<file path="config.mk">
export PLATFORM = sky130hd
export DESIGN_NAME = sorted_chunk_serializer
export DESIGN_NICKNAME = d
export VERILOG_FILES = /design/src/rtl/sorted_chunk_serializer.sv
export SDC_FILE = /design/constraint.sdc
export NUM_CORES = 2
export LEC_CHECK = 0
export ABC_CLOCK_PERIOD_IN_PS = 34100
export CORE_MARGIN = 3
export CORE_UTILIZATION = 59
export DETAILED_ROUTE_END_ITERATION = 10
export PLACE_DENSITY_LB_ADDON = 0.12
export SETUP_SLACK_MARGIN = 0.3
export SYNTH_ARGS = -nofsm -noshare
export SYNTH_HDL_FRONTEND = slang
export SYNTH_SLANG_ARGS = --single-unit
</file>
<file path="constraint.sdc">
create_clock -name CLK -period 34.1 [get_ports CLK]
set_clock_uncertainty 0.15 [all_clocks]
set_input_delay 3.41 -clock CLK [delete_from_list [all_inputs] [get_ports CLK]]
set_output_delay 3.41 -clock CLK [all_outputs]
set_load 0.05 [all_outputs]
</file>
<file path="src/rtl/sorted_chunk_serializer.sv">
// sorted_chunk_serializer
//
// Buffers the sorted wide chunks that the mergesort network produces in a small chunk FIFO.
// Each chunk is replayed as a stream of single records, smallest key first, over a
// valid/ready handshake. The network cannot be stalled. Upstream throttling therefore relies
// on the exported free-entry count, and any chunk that arrives while the FIFO is full is
// dropped and flagged.
//
// Ports:
//   CLK      clock, all state on rising edge
//   RST      asynchronous active-high reset
//   DIN      sorted chunk, record r at bits [DATW*(r+1)-1:DATW*r], r=0 smallest
//   DINEN    DIN valid this cycle (single-cycle pulse per chunk, no backpressure)
//   DOT      current output record
//   DOTEN    DOT valid
//   DOTLAST  DOT is the last record of its chunk
//   RDY      downstream accepts DOT this cycle
//   FREE     number of empty FIFO entries
//   OVF      sticky: at least one chunk dropped since reset

module sorted_chunk_serializer #(
  parameter int unsigned P_LOG = 4,
  parameter int unsigned DATW  = 64,
  parameter int unsigned KEYW  = 32,
  parameter int unsigned DEPTH = 4,
  parameter int unsigned CNTW  = 3
) (
  input  logic                     CLK,
  input  logic                     RST,
  input  logic [(DATW<<P_LOG)-1:0] DIN,
  input  logic                     DINEN,
  output logic [DATW-1:0]          DOT,
  output logic                     DOTEN,
  output logic                     DOTLAST,
  input  logic                     RDY,
  output logic [CNTW-1:0]          FREE,
  output logic                     OVF
);

  localparam int unsigned CHUNKW = DATW << P_LOG;
  localparam int unsigned PTRW   = (DEPTH > 1) ? $clog2(DEPTH) : 1;

  logic [CHUNKW-1:0] mem_q [DEPTH];
  logic [PTRW-1:0]   wr_ptr_q, rd_ptr_q;
  logic [CNTW-1:0]   count_q;
  logic [P_LOG-1:0]  idx_q;
  logic              ovf_q;

  logic              full, last, xfer, pop, accept;
  logic [CHUNKW-1:0] head;

  assign full   = (count_q == CNTW'(DEPTH));
  assign last   = (idx_q == '1);
  assign DOTEN  = (count_q != '0);
  assign xfer   = DOTEN & RDY;
  assign pop    = xfer & last;
  // A full FIFO still takes a chunk when its head leaves on the same edge.
  assign accept = DINEN & (~full | pop);

  assign DOTLAST = DOTEN & last;
  assign FREE    = CNTW'(DEPTH) - count_q;
  assign OVF     = ovf_q;

  // Output record is a plain mux of the registered head entry; no extra pipeline stage.
  always_comb begin
    head = mem_q[rd_ptr_q];
    DOT  = head[DATW*idx_q +: DATW];
  end

  // The key field is carried through untouched; nothing in this block compares it.
  logic [KEYW-1:0] key_unused;
  assign key_unused = DOT[KEYW-1:0];

  // Storage is deliberately left out of reset.
  always_ff @(posedge CLK) begin
    if (accept) begin
      mem_q[wr_ptr_q] <= DIN;
    end
  end

  always_ff @(posedge CLK or posedge RST) begin
    if (RST) begin
      wr_ptr_q <= '0;
      rd_ptr_q <= '0;
      count_q  <= '0;
      idx_q    <= '0;
      ovf_q    <= 1'b0;
    end else begin
      if (accept) begin
        wr_ptr_q <= wr_ptr_q + PTRW'(1);
      end
      if (pop) begin
        rd_ptr_q <= rd_ptr_q + PTRW'(1);
      end
      // idx wraps to zero naturally on the last record of a chunk.
      if (xfer) begin
        idx_q <= idx_q + P_LOG'(1);
      end
      if (accept && !pop) begin
        count_q <= count_q + CNTW'(1);
      end else if (pop && !accept) begin
        count_q <= count_q - CNTW'(1);
      end
      if (DINEN && !accept) begin
        ovf_q <= 1'b1;
      end
    end
  end

endmodule

</file>
Word-level counts from Yosys, hierarchy flattened:

Memory sizes are Yosys's and may differ from the RTL's.
Index checks and enable logic that the tools add are counted.
W data, S select, Z words.

* add/subtract/negate cells: 6
* multiply operators: 0
* div/mod/pow operators: 0
* $lt $le $gt $ge: 0
* equality and inequality tests: 2
* shift operators: 1
* multiplexer cells: 4
* bitwise gates (word level): 6
* reductions and logical operators: 7

Operators by type and width (number)
* $shiftx A1024 B11 Y64: 1
* $mux W3: 2
* $add A2 B1 Y2 const B: 2
* $add A4 B1 Y4 const B: 1
* $and A1 B1 Y1: 4
* $eq A4 B4 Y1 const B: 1
* $add A3 B1 Y3 const B: 1
* $eq A3 B3 Y1 const B: 1
* $logic_and A1 B1 Y1: 3
* $reduce_bool A3 Y1: 1
* $sub A3 B1 Y3 const B: 1
* $sub A3 B3 Y3 const A: 1
* $logic_not A1 Y1: 2
* $mux W1: 2
* $reduce_bool A2 Y1: 1
* $not A1 Y1: 1
* $or A1 B1 Y1: 1

* register bits: 12
* latch bits: 0
* memory bits (writable): 4096
* memory bits (read-only): 0
* input port bits: 1028
* output and inout bits: 70
* word-level logic and storage cells: 32
* memories: 1

Memories
* mem_q: words 4, width 1024, rd ports 1, clocked after memory_dff 0, write ports 1, RTL line 43 `logic [CHUNKW-1:0] mem_q [DEPTH];`

Longest topological paths before layout:

* word-level depth: 9
* depth in mapped cells: 13

Worst setup path before layout:

Ideal clock, no wire load.

* path type: input -> register
* start point: in RDY
* end point: mem mem_q[0][0] (netlist name) (enable)
* library setup time: 1.532 ns
* data arrival time: 27.346 ns
* data required time: 32.418 ns
* path slack: 5.072 ns
* stages: 5
* cell sequence: nor2b_1 -> clkbuf_1 -> nand3_1 -> a21boi_1 -> and2_1

* longest elaborated chain between the ends: 6

RTL lines
* from (decl): RTL line 35 `input logic RDY,`
* $and A1 B1 Y1: RTL line 55 `assign xfer = DOTEN & RDY;`
* $and A1 B1 Y1: RTL line 56 `assign pop = xfer & last;`
* $or A1 B1 Y1: RTL line 58 `assign accept = DINEN & (~full | pop);`
* $and A1 B1 Y1: RTL line 58
* named net accept: RTL line 49 `logic full, last, xfer, pop, accept;`
* $mux W1: RTL line 76 `if (accept) begin`
* $mux W1 (not written as such): RTL line 77 `mem_q[wr_ptr_q] <= DIN;`
* to (decl): RTL line 43

The timed path passes the listed nets, and every way through them passes these cells.

Worst setup path in the final report:

* start point: reg rd_ptr_q[0]
* end point: out DOT[16]

* longest elaborated chain between the ends: 2

RTL lines
* from (decl): RTL line 44 `logic [PTRW-1:0] wr_ptr_q, rd_ptr_q;`
* from (signal assigned): RTL line 93 `rd_ptr_q <= rd_ptr_q + PTRW'(1);`
* $mem_v2 Z4 W1024
* $shiftx A1024 B11 Y64: RTL line 67 `DOT = head[DATW*idx_q +: DATW];`
* to (decl): RTL line 32 `output logic [DATW-1:0] DOT,`

No other way between the ends.

==> results.sh <==
export IMPL_outcome="finished clean"
export IMPL_syn_avg_cell_area_sq_um=22.33
export IMPL_place_inst=11389
export IMPL_crit_required_ns=30.54
export IMPL_cts_buffer_depth=4
export IMPL_die_area_sq_mm=0.2716
export IMPL_seq_area_frac_synth_pct=78.76
export IMPL_syn_inst=7010
export IMPL_r2r_start="idx_q[1]$_DFFE_PP0P_"
export IMPL_fin_ws_ns=22.53
export IMPL_grt_use_total_pct=31.40
export IMPL_hold_end="OVF$_DFFE_PP0P_"
export IMPL_use_met3_pct=10.13
export IMPL_final_cell_mix="4096 x edfxtp_1, 1097 x clkdlybuf4s50_1, 770 x mux4_2"
export IMPL_crit_family="buffers and inverters"
export IMPL_regToRegSetupSlack_ns=25.82
export IMPL_synth_seq_cells=4108
export IMPL_syn_to_final_growth_pct=17.85
export IMPL_p_per_area_mw_per_mm2=89.91
export IMPL_use_met1_pct=40.96
export IMPL_drt_initial_drc_count=9743
export IMPL_cts_resized=0
export IMPL_root_buffer="clkbuf_16"
export IMPL_crit_path_max_fanout=42
export IMPL_insertion_delay_ns=0.95
export IMPL_crit_type="reg -> out"
export IMPL_setup_violations=0
export IMPL_synthesis_area_sq_mm=0.1566
export IMPL_synth_async_reset_ratio_pct=0.2921
export IMPL_top_level_ports=1098
export IMPL_crit_chain="buf_4 -> buf_4 -> buf_4 -> buf_4 -> buf_4 -> mux4_2 -> a22o_1 -> a211oi_1 -> a211oi_2 -> buf_4 -> a21o_1 -> clkdlybuf4s50_1"
export IMPL_drtPass1Iterations=8
export IMPL_grt_pass1_wl_mm=598.9
export IMPL_crit_buf_inv=7
export IMPL_setup_tns_ns=0
export IMPL_cpMostUsedCell="buf_4"
export IMPL_worst_setup_path_end_kind="output port"
export IMPL_cts_buffers_inserted=405
export IMPL_grt_use_met2_pct=48.84
export IMPL_hold_path_depth=1
export IMPL_postPlaceCellArea_sq_mm=0.1713
export IMPL_synth_ff_type="edfxtp_1"
export IMPL_period_share_pct=33.93
export IMPL_clock_fmax_ghz=0.08642
export IMPL_fin_crit_ns=11.57
export IMPL_hold_viol=0
export IMPL_dp_hpwl_mm=279.3
export IMPL_grt_busiest_layer="met2"
export IMPL_grt_pass1_vias=79426
export IMPL_route_detailed_drc=0
export IMPL_worstHoldStart="OVF$_DFFE_PP0P_"
export IMPL_cts_tree="done"
export IMPL_slowest_delay_ns=0.97
export IMPL_drive_above_1_share_pct=18.55
export IMPL_cts_htree_levels=5
export IMPL_fillers=15919
export IMPL_fin_area_sq_mm=0.1845
export IMPL_vias=79236
export IMPL_wl_per_cell_um=34.89
export IMPL_clk_pin_slew_ns=0.06
export IMPL_wirelength_mm=429.1
export IMPL_cp_slowest_cell="a211oi_2"
export IMPL_yosys_warnings=0
export IMPL_antenna_found_initial=304
export IMPL_slew_headroom_pct=14.72
export IMPL_layout_cells_most_common="edfxtp_1"
export IMPL_start_kind="register"
export IMPL_p_leak_nw=58.46
export IMPL_io_buffers=1097
export IMPL_min_path_type="reg -> reg"
export IMPL_initial_core_util_pct=59.48
export IMPL_totalPowerFinal_mw=16.59
export IMPL_die_x_um=521.1
export IMPL_synth_fp_nets=8048
export IMPL_gp_congestion=0.8422
export IMPL_peakVddDrop_uv=138.0
export IMPL_instances_no_fill=12299
export IMPL_reg2reg_to="mem_q[2][24]$_DFFE_PP_"
export IMPL_reg2regPathDepth=10
export IMPL_cts_sinks=4108
export IMPL_cts_hold_buffers=0
export IMPL_rsz0062_at_grt="false"
export IMPL_postCtsSetupBuffers=0
export IMPL_synth_edf_count=4096
export IMPL_dpl_worst_slack_ns=23.19
export IMPL_ant_nets=0
export IMPL_drv_cap=0
export IMPL_worstPathArrival_ns=8.01
export IMPL_grt_overflow=0
export IMPL_final_nets=9319
export IMPL_yosys_cell_types_count=57
export IMPL_core_area_sq_mm=0.2632
export IMPL_grt_max_degree=147
export IMPL_tightestPinTransition_ns=1.247
export IMPL_final_max_slew_viol_count=0
export IMPL_die_h_um=521.1
export IMPL_num_rows=188
export IMPL_viasPerCell=6.442
stage by stage:
| step | util [%] | hold WS (ns) |
|---|---|---|
| 2_1_floorplan | - | 0.3616 |
| 3_3_place_gp | 65.07 | 0.3896 |
| 3_5_place_dp | 65.07 | 0.3877 |
| 4_1_cts | 69.93 | 0.4010 |
| 5_1_grt | 70.01 | 0.4043 |
| 6_report | 70.09 | 0.4091 |
Yosys cell counts, drive strengths merged, types with 8 or more instances:
cell / count / area (sq um)
o21ai: 54 / 270.3
nand3: 43 / 215.2
a21o: 8 / 60.06
a32o: 8 / 80.08
a221o: 8 / 80.08
nor2b: 22 / 137.6
buf: 271 / 1724
mux2: 74 / 833.3
inv: 10 / 37.54
a22oi: 129 / 968.4
a221oi: 32 / 280.3
o211ai: 8 / 60.06
a31oi: 28 / 175.2
a211o: 32 / 280.3
a22o: 54 / 473.0
mux2i: 559 / 5595
nor2: 56 / 212.7
a211oi: 116 / 870.8
and2: 13 / 81.33
nor4: 16 / 100.1
a21oi: 109 / 545.5
o22ai: 105 / 656.9
o221ai: 78 / 683.2
dfrtp: 12 / 300.3
a311oi: 8 / 70.07
mux4: 770 / 17340
ha: 9 / 112.6
clkbuf: 134 / 506.7
nand2: 94 / 352.8
edfxtp: 4096 / 123000
power by group:
part	internal (mW)	total [mW]	switching (mW)
Combinational	1.92	5.38	3.45
Clock	2.47	4.32	1.85
Sequential	6.66	6.89	0.237
Total	11.0	16.6	5.54
worst register-to-register path, cell delays in order (launching register included):
cell      delay [ns]
dfrtp_4         0.64
buf_4           0.80
ha_1            0.41
nand3_1         0.19
a21boi_1        0.56
and2_4          0.82
buf_4           0.78
buf_4           0.80
buf_4           0.96
buf_4           0.84
buf_4           0.87
worst max-delay path by stage:
stage                                       start                     to  cells after the start
after CTS                 rd_ptr_q[0]$_DFFE_PP0P_                DOT[16]                     12
after floorplan                               RDY  mem_q[0][0]$_DFFE_PP_                      5
after global placement    rd_ptr_q[0]$_DFFE_PP0P_                DOT[16]                     12
after detailed placement  rd_ptr_q[0]$_DFFE_PP0P_                DOT[16]                     12
after global routing      rd_ptr_q[0]$_DFFE_PP0P_                DOT[16]                     12
final                     rd_ptr_q[0]$_DFFE_PP0P_                DOT[16]                     12
cell type report:
| cell class | instances | area (sq um) | area share (%) |
|---|---|---|---|
| diodes | 169 | 422.9 | 0.2292 |
| clock inverters | 231 | 2062 | 1.118 |
| repair buffers | 1269 | 12410 | 6.725 |
| flip-flops and latches | 4108 | 123300 | 66.84 |
| multi-input cells | 2487 | 31110 | 16.86 |
| inverters | 10 | 38.79 | 0.02102 |
| clock buffers | 510 | 10730 | 5.816 |
| well taps | 3515 | 4398 | 2.384 |
registers in the layout (all words and copies together), names as in the netlist:
| signal | cells |
|---|---|
| idx_q | 4 |
| rd_ptr_q | 2 |
| OVF | 1 |
| wr_ptr_q | 2 |
| count_q | 3 |
| mem_q | 4096 |
metal layers:
metal	vias up	wire [um]
li1	32708	-
met1	41580	153800
met2	3847	208300
met3	919	46540
met4	182	19380
met5	-	1140
kinds of logic (layout without fill, tap and decap cells):
group / Yosys count / in the layout / share of synthesized area, %
simple gates: 268 / 268 / 0.8120
xor+xnor: 9 / 9 / 0.05035
fa+ha+maj: 10 / 10 / 0.08472
flops: 4108 / 4108 / 78.76
compound gates: 797 / 797 / 3.661
other cells: 0 / 169 / 0
buf+inv: 415 / 2020 / 1.449
mux: 1403 / 1403 / 15.18
No activity file was read; power rests on OpenSTA's default activity.
